<file path="src/rtl/edf_irq_sequencer.sv">
// rtl/edf_irq_sequencer.sv - EDF interrupt sequencer: preemption decision, core offer/claim, nesting stack, deadline-miss flag
//
// Ports:
//   clk_i, rst_ni                 clock, asynchronous active-low reset
//   mtime_i                       machine timer (low TsWidth bits compared against deadlines)
//   irq_valid_i/irq_id_i/irq_dl_i arbitration winner from the controller
//   irq_ack_o/irq_ack_id_o        one-cycle claim back to the controller
//   irq_req_o/irq_id_o            interrupt offered to the core
//   core_ack_i                    core takes the current offer
//   core_done_i                   core finished the handler at the top of the stack
//   run_valid_o/run_id_o/run_dl_o top-of-stack handler (decoded straight from the stack)
//   depth_o                       stack occupancy
//   dl_miss_o                     one-cycle pulse when the top handler passes its deadline
//   done_err_o                    one-cycle pulse when core_done_i arrives with an empty stack
module edf_irq_sequencer #(
    parameter int NrIrqs    = 4,
    parameter int TsWidth   = 24,
    parameter int NestDepth = 4,
    localparam int IdWidth  = $clog2(NrIrqs),
    localparam int DpWidth  = $clog2(NestDepth + 1)
) (
    input  logic               clk_i,
    input  logic               rst_ni,
    input  logic [63:0]        mtime_i,
    input  logic               irq_valid_i,
    input  logic [IdWidth-1:0] irq_id_i,
    input  logic [TsWidth-1:0] irq_dl_i,
    output logic               irq_ack_o,
    output logic [IdWidth-1:0] irq_ack_id_o,
    output logic               irq_req_o,
    output logic [IdWidth-1:0] irq_id_o,
    input  logic               core_ack_i,
    input  logic               core_done_i,
    output logic               run_valid_o,
    output logic [IdWidth-1:0] run_id_o,
    output logic [TsWidth-1:0] run_dl_o,
    output logic [DpWidth-1:0] depth_o,
    output logic               dl_miss_o,
    output logic               done_err_o
);

    localparam int IxWidth = (NestDepth > 1) ? $clog2(NestDepth) : 1;

    typedef enum logic [1:0] {
        ST_IDLE,
        ST_OFFER,
        ST_CLAIM
    } state_e;

    // Wrap-safe ordering: a is earlier than b when (a - b) is negative mod 2^TsWidth.
    function automatic logic earlier(input logic [TsWidth-1:0] a, input logic [TsWidth-1:0] b);
        logic [TsWidth-1:0] diff;
        diff = a - b;
        return diff[TsWidth-1];
    endfunction

    state_e               state_q, state_d;
    logic [IdWidth-1:0]   lat_id_q, lat_id_d;
    logic [TsWidth-1:0]   lat_dl_q, lat_dl_d;

    logic [IdWidth-1:0]   stk_id_q [NestDepth];
    logic [TsWidth-1:0]   stk_dl_q [NestDepth];
    logic [NestDepth-1:0] stk_miss_q;
    logic [DpWidth-1:0]   depth_q, depth_popped, depth_d;

    logic [IxWidth-1:0]   top_idx, push_idx;
    logic                 stack_empty, stack_full;
    logic [IdWidth-1:0]   top_id;
    logic [TsWidth-1:0]   top_dl;
    logic                 top_miss;
    logic                 eligible, pop, push, miss_hit, done_err;

    logic                 req_q, ack_q;
    logic [IdWidth-1:0]   req_id_q, ack_id_q;
    logic                 dl_miss_q, done_err_q;

    logic                 mtime_hi_unused;
    assign mtime_hi_unused = ^mtime_i[63:TsWidth];

    // ---------------------------------------------------------------
    // Stack decode
    // ---------------------------------------------------------------
    assign stack_empty = (depth_q == '0);
    assign stack_full  = (depth_q == DpWidth'(NestDepth));
    assign top_idx     = IxWidth'(depth_q - DpWidth'(1));
    assign top_id      = stack_empty ? '0 : stk_id_q[top_idx];
    assign top_dl      = stack_empty ? '0 : stk_dl_q[top_idx];
    assign top_miss    = stack_empty ? 1'b0 : stk_miss_q[top_idx];

    // A winner may only interrupt the running handler with a strictly earlier deadline.
    assign eligible = irq_valid_i &
                      (stack_empty | (!stack_full & earlier(irq_dl_i, top_dl)));

    // Pop happens before push, so a done in the claim cycle replaces the top entry.
    assign pop          = core_done_i & !stack_empty;
    assign done_err     = core_done_i & stack_empty;
    assign push         = (state_q == ST_CLAIM);
    assign depth_popped = depth_q - DpWidth'(pop);
    assign push_idx     = IxWidth'(depth_popped);
    assign depth_d      = depth_popped + DpWidth'(push);

    // Each entry reports its miss once; the flag lives with the entry.
    assign miss_hit = !stack_empty & !top_miss & !earlier(mtime_i[TsWidth-1:0], top_dl);

    // ---------------------------------------------------------------
    // Offer/claim FSM
    // ---------------------------------------------------------------
    always_ff @(posedge clk_i or negedge rst_ni) begin
        if (!rst_ni) begin
            state_q  <= ST_IDLE;
            lat_id_q <= '0;
            lat_dl_q <= '0;
        end else begin
            state_q  <= state_d;
            lat_id_q <= lat_id_d;
            lat_dl_q <= lat_dl_d;
        end
    end

    always_comb begin
        state_d  = state_q;
        lat_id_d = lat_id_q;
        lat_dl_d = lat_dl_q;
        unique case (state_q)
            ST_IDLE: begin
                if (eligible) begin
                    lat_id_d = irq_id_i;
                    lat_dl_d = irq_dl_i;
                    state_d  = ST_OFFER;
                end
            end
            ST_OFFER: begin
                if (core_ack_i) begin
                    // The core took what it saw; keep the latched winner.
                    state_d = ST_CLAIM;
                end else if (pop) begin
                    // Top changed underneath the offer; re-decide from IDLE.
                    state_d = ST_IDLE;
                end else if (eligible) begin
                    lat_id_d = irq_id_i;
                    lat_dl_d = irq_dl_i;
                end else begin
                    state_d = ST_IDLE;
                end
            end
            ST_CLAIM: begin
                state_d = ST_IDLE;
            end
            default: begin
                state_d = ST_IDLE;
            end
        endcase
    end

    // ---------------------------------------------------------------
    // Registered outputs, derived from the next state
    // ---------------------------------------------------------------
    always_ff @(posedge clk_i or negedge rst_ni) begin
        if (!rst_ni) begin
            req_q      <= 1'b0;
            req_id_q   <= '0;
            ack_q      <= 1'b0;
            ack_id_q   <= '0;
            dl_miss_q  <= 1'b0;
            done_err_q <= 1'b0;
        end else begin
            req_q      <= (state_d == ST_OFFER);
            req_id_q   <= (state_d == ST_OFFER) ? lat_id_d : '0;
            ack_q      <= (state_d == ST_CLAIM);
            ack_id_q   <= (state_d == ST_CLAIM) ? lat_id_d : '0;
            dl_miss_q  <= miss_hit;
            done_err_q <= done_err;
        end
    end

    // ---------------------------------------------------------------
    // Nesting stack
    // ---------------------------------------------------------------
    always_ff @(posedge clk_i or negedge rst_ni) begin
        if (!rst_ni) begin
            depth_q    <= '0;
            stk_miss_q <= '0;
            for (int i = 0; i < NestDepth; i++) begin
                stk_id_q[i] <= '0;
                stk_dl_q[i] <= '0;
            end
        end else begin
            if (miss_hit) begin
                stk_miss_q[top_idx] <= 1'b1;
            end
            if (push) begin
                stk_id_q[push_idx]   <= lat_id_q;
                stk_dl_q[push_idx]   <= lat_dl_q;
                stk_miss_q[push_idx] <= 1'b0;
            end
            depth_q <= depth_d;
        end
    end

    assign irq_req_o    = req_q;
    assign irq_id_o     = req_id_q;
    assign irq_ack_o    = ack_q;
    assign irq_ack_id_o = ack_id_q;
    assign dl_miss_o    = dl_miss_q;
    assign done_err_o   = done_err_q;
    assign run_valid_o  = !stack_empty;
    assign run_id_o     = top_id;
    assign run_dl_o     = top_dl;
    assign depth_o      = depth_q;

endmodule

</file>
<file path="config.mk">
export PLATFORM = sky130hd
export DESIGN_NAME = edf_irq_sequencer
export DESIGN_NICKNAME = d
export VERILOG_FILES = /design/src/rtl/edf_irq_sequencer.sv
export SDC_FILE = /design/constraint.sdc
export NUM_CORES = 1
export LEC_CHECK = 0
export CAP_MARGIN = 30
export CORE_AREA = 5 5 160 131
export CTS_CLUSTER_SIZE = 28
export DETAILED_ROUTE_END_ITERATION = 8
export DIE_AREA = 0 0 165 136
export DONT_BUFFER_PORTS = 1
export GPL_TIMING_DRIVEN = 0
export PLACE_DENSITY_LB_ADDON = 0.1
export SETUP_SLACK_MARGIN = 0.5
export SKIP_LAST_GASP = 1
export SLEW_MARGIN = 20
export SYNTH_ARGS = -nofsm -noshare
export SYNTH_HDL_FRONTEND = slang
export SYNTH_SLANG_ARGS = --single-unit
</file>
<file path="constraint.sdc">
create_clock -name clk_i -period 6.65 [get_ports clk_i]
set_clock_uncertainty 0.2 [all_clocks]
set_input_delay 0.665 -clock clk_i [delete_from_list [all_inputs] [get_ports clk_i]]
set_output_delay 0.665 -clock clk_i [all_outputs]
set_load 0.05 [all_outputs]
</file>
==> impl_metrics.csv, run 1 <==
group,metric,value,unit
clock_network,post-cts-setup-buffers,0,
logic_synthesis,syn_area,8450,µm²
global_route,grt_pass1_wl,38900,µm
detailed_routing,vias,6457,
timing,setup_violations,0,
setup_path,crit_path_end,"dl_miss_o",
logic_synthesis,synthArstFlopShare,1.00,
setup_path,rr_startpoint,"depth_o[0]",
layout,design_area,9530,µm²
detailed_routing,wl_met2,11100,µm
placement,routabilityCongestion,0.813,
setup_path,crit_fanout,10,
global_route,grt_max_degree,148,
placement,io_buffers,0,
logic_synthesis,synthMuxAreaShare,0.175,
logic_synthesis,yosys.area_share.adder,0.0784,
layout,nNetsFinal,1055,
detailed_routing,drtAntennaViolNets,0,
clock_network,clk_latency,0.43,ns
global_route,grt_pass1_vias,6366,
logic_synthesis,synth_top_family_by_area,"simple AND/OR/NAND/NOR gates",
setup_path,reg2reg_depth,19,
logic_synthesis,synth_seq_area_share,0.435,
setup_path,cp_data_arrival_time,6.02,ns
layout,n_antenna_cell,0,
die,coreArea,19300,µm²
logic_synthesis,synth_edf_count,0,
logic_synthesis,ys_ff_latch,147,
detailed_routing,viasPerCell,5.45,
setup_path,required,6.76,ns
logic_synthesis,synth_compound_area_frac,0.0713,
global_route,grt_overflow_total,0,
placement,place_area,8830,µm²
logic_synthesis,yosys.area.top_type,"dfrtp_1",
logic_synthesis,syn_nets,1031,
logic_synthesis,ys_types,46,
logic_synthesis,synth_top_area_frac,0.435,
clock_network,cts_max_level,4,
clock_network,ctsRootBufferMaster,"clkbuf_16",
setup_path,startpoint,"depth_o[0]",
timing,finalHoldViolCount,0,
setup_path,reg2reg_slack,0.75,ns
timing,grt_setup_unrepaired,"false",
logic_synthesis,synthSimpleGateAreaFrac,0.196,
logic_synthesis,synth_xor_area_frac,0.00518,
die,die_h,136,µm
timing,tns,0,ns
setup_path,worst_setup_path_end_kind,"flop",
placement,dp.cells,1151,
global_route,track_usage,0.234,
die,die_w,165,µm
worst_hold_path,hold_class,"in2async",
setup_path,critPathKind,"reg2reg",
layout,post_layout_nonfiller_instances,1184,
timing,worst_slew_pin_slew,0.911,ns
timing,maxSlewHeadroom,0.393,
timing,finalMaxSlewViolations,0,
run_status,status,"complete, no violations",
detailed_routing,met1_length,12200,µm
logic_synthesis,yosys-top-cells-area,"dfrtp_1 (44%), mux2_2 (13%), nand2_1 (11%)",
clock_network,clk_pin_slew_worst_paths,0.06,ns
timing,fin_crit_sh,0.888,
logic_synthesis,netlist_instances,883,
clock_network,numCtsBuffers,17,
die,dieArea,22400,µm²
layout,final_layout_size_suffix_gt1_frac,0.198,
setup_path,startpoint_type,"flop",
logic_synthesis,yosysWarnings,0,
detailed_routing,drt_wl_total,25200,µm
timing,fmax,169,MHz
placement,place_hpwl,17700,µm
setup_path,r2r_end,"dl_miss_o",
detailed_routing,drcViolationCount,0,
clock_network,cts_sinks,147,
layout,syn2layout_area_growth,12.8,%
logic_synthesis,syn_avg_cell_area,9.57,µm²
die,rows,46,
detailed_routing,firstDrtPassIters,5,
logic_synthesis,synth_ff_type,"dfrtp_1",
detailed_routing,top_layer_used,"met4",
die,ios,133,
detailed_routing,wl_per_cell,21.3,µm
layout,post-route-util,0.493,
die,initial_core_util,0.437,
detailed_routing,drt_iter0_drc,477,
clock_network,cts_tree,"built",
clock_network,max-clock-path-buffers,2,
detailed_routing,wl_met3,1500,µm
global_route,antenna_found_initial,0,
timing,finalCriticalPeriod,5.90,ns
job,maxCapViolCount,0,
==> cells in the final DEF (no fill, tap or decap), drive strengths merged, types with 5 or more instances in the layout <==
cell / n
or2: 23
o21ai: 31
mux2i: 26
mux2: 97
inv: 34
ha: 53
dfrtp: 147
a21oi: 14
buf: 15
nor2: 17
clkbuf: 59
and2: 7
mux4: 5
nand3: 57
o211ai: 26
nand2: 250
==> cell usage after synthesis, drive strengths merged, types with 7 or more instances <==
master  count
inv        32
nand2     250
and2        7
or2        23
o21ai      31
o211ai     26
nor2       17
mux2i      26
dfrtp     147
ha         53
nand3      57
a21oi      14
mux2       97
buf        12
clkbuf     35
==> worst min path at each step <==
stage               startpoint    endpoint  slack [ns]
detailed placement      rst_ni   irq_ack_o        0.17
global placement        rst_ni   irq_ack_o        0.17
floorplan               rst_ni  depth_o[0]        0.17
CTS                     rst_ni   irq_ack_o        0.08
finish                  rst_ni   irq_ack_o        0.02
global route            rst_ni  depth_o[1]         0.1
==> cell families after synthesis <==
kind of cell               after synthesis
and+or+nand+nor                        378
AOI/OAI and AO/OA                       93
adders and majority gates               53
muxes                                  128
xor gates and xnor gates                 5
buffers and inverters                   79
DFF                                    147
==> stage by stage <==
stage / setup slack [ns] / hold slack, ns
final: 0.745 / 0.0170
after global routing: 0.502 / 0.0955
after CTS: 0.511 / 0.0773
after detailed placement: -1.10 / 0.172
after global placement: -1.11 / 0.173
after floorplan: 1.34 / 0.169
==> final cells by class <==
| cell class | count | area (µm²) |
|---|---|---|
| Buffer | 47 | 226 |
| Clock buffer | 22 | 484 |
| Clock inverter | 10 | 146 |
| Fill cell | 1859 | 9810 |
| Inverter | 32 | 120 |
| Multi-Input combinational cell | 657 | 4470 |
| Sequential cell | 147 | 3680 |
| Tap cell | 264 | 330 |
| Timing Repair Buffer | 5 | 72.6 |
==> flip-flops by register name (all words and copies together), names as in the netlist <==
| register | count |
|---|---|
| irq_req_o | 1 |
| done_err_o | 1 |
| stk_miss_q | 4 |
| state_q | 2 |
| stk_id_q | 8 |
| stk_dl_q | 96 |
| lat_id_q | 2 |
| irq_id_o | 2 |
| lat_dl_q | 24 |
| irq_ack_o | 1 |
| depth_o | 3 |
| dl_miss_o | 1 |
| irq_ack_id_o | 2 |
==> critical path, cell delays in order (launching register included) <==
cell      delay (ns)
dfrtp_2         0.57
buf_6           0.18
clkbuf_2        0.32
clkbuf_4        0.33
inv_1           0.13
ha_1            0.41
buf_2           0.31
clkbuf_2        0.29
buf_8           0.19
mux2i_1         0.08
nand2_1         0.06
o21ai_0         0.08
or2_2           0.34
ha_1            0.30
a211oi_1        0.25
o21ai_0         0.22
a221oi_1        0.47
a21oi_1         0.28
or3b_2          0.49
a21boi_0        0.29
==> metal layers <==
| layer | track usage | vias up |
|---|---|---|
| li1 | - | 3083 |
| met1 | 0.347 | 3158 |
| met2 | 0.345 | 186 |
| met3 | 0.0543 | 30 |
| met4 | 0.0545 | 0 |
| met5 | 0 | - |
==> repair_timing <==
item	in CTS	in global routing
endpoints found under the setup margin	56	32
hold buffers	1	0
resized for setup	11	7
endpoints found under the hold margin	147	0
Power of run 1 is left out: the tool's default activity adds up to more than one toggle a clock period on the data nets, which glitch-free logic cannot reach.
==> inputs of run 2 (changes only) <==
--- a/constraint.sdc
+++ b/constraint.sdc
@@ -3,3 +3,3 @@
 set_input_delay 0.665 -clock clk_i [delete_from_list [all_inputs] [get_ports clk_i]]
 set_output_delay 0.665 -clock clk_i [all_outputs]
-set_load 0.05 [all_outputs]
+set_load 0.02 [all_outputs]
==> impl_metrics.csv, run 2 (synthesis gave the netlist of run 1 again) <==
group,metric,value,unit
setup_path,cp_num_buf_inv,7,
global_route,grt_max_degree,148,
die,die_h,136,µm
placement,place_area,8830,µm²
detailed_routing,wl_met2,11100,µm
detailed_routing,viasPerCell,5.46,
setup_path,cp_data_arrival_time,6.01,ns
layout,top_regs,"stk_dl_q: 96 flops, lat_dl_q: 24 flops, stk_id_q: 8 flops",
layout,largest_register,"stk_dl_q",
layout,post-route-util,0.492,
detailed_routing,firstDrtPassIters,7,
detailed_routing,drt_wl_total,25200,µm
pwr,finalPower,5.70,mW
timing,worst_slew_pin_slew,0.900,ns
detailed_routing,drcViolationCount,0,
placement,routabilityCongestion,0.813,
pwr,leakagePower,4.59,nW
clock_network,post-cts-setup-buffers,0,
worst_hold_path,hold_class,"in2async",
detailed_routing,met1_length,12200,µm
timing,finalHoldViolCount,0,
global_route,antenna_found_initial,0,
clock_network,cts_sinks,147,
layout,final_cell_mix,"nand2_1 (250), dfrtp_1 (147), mux2_2 (97), nand3_1 (57), ha_1 (53)",
clock_network,ctsRootBufferMaster,"clkbuf_16",
layout,nFillCells,1860,
clock_network,cts_max_level,4,
setup_path,required,6.76,ns
pwr,ir_worst_vdd,0.218,mV
setup_path,startpoint_type,"flop",
layout,nNetsFinal,1055,
job,maxCapViolCount,0,
die,die_w,165,µm
detailed_routing,wl_per_cell,21.3,µm
global_route,grt_overflow_total,0,
setup_path,critPathKind,"reg2reg",
clock_network,clk_pin_slew_worst_paths,0.06,ns
clock_network,clk_latency,0.43,ns
global_route,grt_pass1_vias,6366,
setup_path,worst_setup_path_end_kind,"flop",
timing,maxSlewHeadroom,0.400,
clock_network,cts_tree,"built",
die,ios,133,
placement,place_hpwl,17700,µm
die,dieArea,22400,µm²
setup_path,cp_top_family,"buffers and inverters",
timing,setup_violations,0,
setup_path,cp_slowest_cell,"dfrtp_1",
timing,fin_crit_sh,0.886,
die,coreArea,19300,µm²
detailed_routing,drtAntennaViolNets,0,
layout,largest_reg_flops,96,
run_status,status,"complete, no violations",
die,initial_core_util,0.437,
timing,finalMaxSlewViolations,0,
timing,finalCriticalPeriod,5.89,ns
layout,final_layout_size_suffix_gt1_frac,0.197,
detailed_routing,drt_iter0_drc,470,
layout,syn2layout_area_growth,12.6,%
layout,final_common_cell,"nand2_1",
global_route,grt_pass1_wl,38900,µm
timing,fmax,170,MHz
setup_path,critPathMaxStageDelay,0.54,ns
setup_path,path_cells,"buf_6 -> clkbuf_2 -> clkbuf_4 -> inv_1 -> ha_1 -> buf_2 -> clkbuf_2 -> buf_8 -> mux2i_1 -> nand2_1 -> o21ai_0 -> or2_2 -> ha_1 -> a211oi_1 -> o21ai_0 -> a221oi_1 -> a21oi_1 -> or3b_2 -> a21boi_0",
die,rows,46,
clock_network,max-clock-path-buffers,2,
detailed_routing,wl_met3,1510,µm
global_route,track_usage,0.234,
detailed_routing,vias,6468,
detailed_routing,top_layer_used,"met4",
setup_path,crit_fanout,10,
layout,n_antenna_cell,0,
layout,design_area,9520,µm²
pwr,power.density,599,nW/µm²
clock_network,numCtsBuffers,17,
placement,io_buffers,0,
timing,grt_setup_unrepaired,"false",
[run 2: cell counts in the layout (fill, tap and decap cells not counted)]
Identical to the previous run, type by type.
[run 2: area by class of cell]
class	count	area (µm²)	share of cell area
inverter	32	120	0.0126
tap	264	330	0.0347
timing repair buffer	5	72.6	0.00762
clock buffer	22	484	0.0509
buffer	47	226	0.0238
sequential	147	3680	0.386
clock inverter	10	146	0.0154
multi-input combinational	657	4460	0.469
[run 2: final timing paths]
| check | slack [ns] | from | depth (start not counted) | to |
|---|---|---|---|---|
| worst min register to register | 0.27 | stk_dl_q[66] | 2 | stk_dl_q[66] |
| min in group clk_i | 0.16 | core_done_i | 1 | done_err_o |
| worst max-delay path | 0.76 | depth_o[0] | 19 | dl_miss_o |
| max in group asynchronous | 5.61 | rst_ni | 1 | lat_dl_q[6] |
| worst min-delay path | 0.02 | rst_ni | 1 | irq_ack_o |
| worst max register to register | 0.76 | depth_o[0] | 19 | dl_miss_o |
[run 2: metal layers]
metal / track usage / vias to the layer above
met5: 0 / -
met2: 0.345 / 191
met3: 0.0543 / 30
met1: 0.347 / 3161
met4: 0.0545 / 0
li1: - / 3086
[run 2: per-stage QoR]
step | cells | worst slack, ns | setup TNS [ns] | hold WS [ns]
final | 1184 | 0.756 | 0 | 0.0205
after global routing | 1184 | 0.515 | 0 | 0.0955
after CTS | 1184 | 0.538 | 0 | 0.0773
after detailed placement | 1151 | -0.884 | -16.13 | 0.172
after global placement | 1147 | -0.897 | -18.19 | 0.173
after floorplan | 883 | 1.54 | 0 | 0.169
[run 2: timing repair]
| item | CTS | global route |
|---|---|---|
| endpoints found under the hold margin | 147 | 0 |
| hold buffers | 1 | 0 |
| setup endpoints to repair | 35 | 31 |
| resized for setup | 10 | 6 |
[run 2: worst reg2reg max path: cells and delay by family, from the launching register on]
kind | cells | cell delay, ns
buf+inv | 7 | 1.76
compound gates | 6 | 1.59
simple gates | 3 | 0.91
fa+ha+maj | 2 | 0.71
flops | 1 | 0.54
mux | 1 | 0.09
[run 2: report_power, final]
| part | switching (mW) | internal [mW] |
|---|---|---|
| Sequential | 0.294 | 1.28 |
| Combinational | 1.86 | 1.23 |
| Clock | 0.396 | 0.633 |
(Power assumes the default switching activity.)
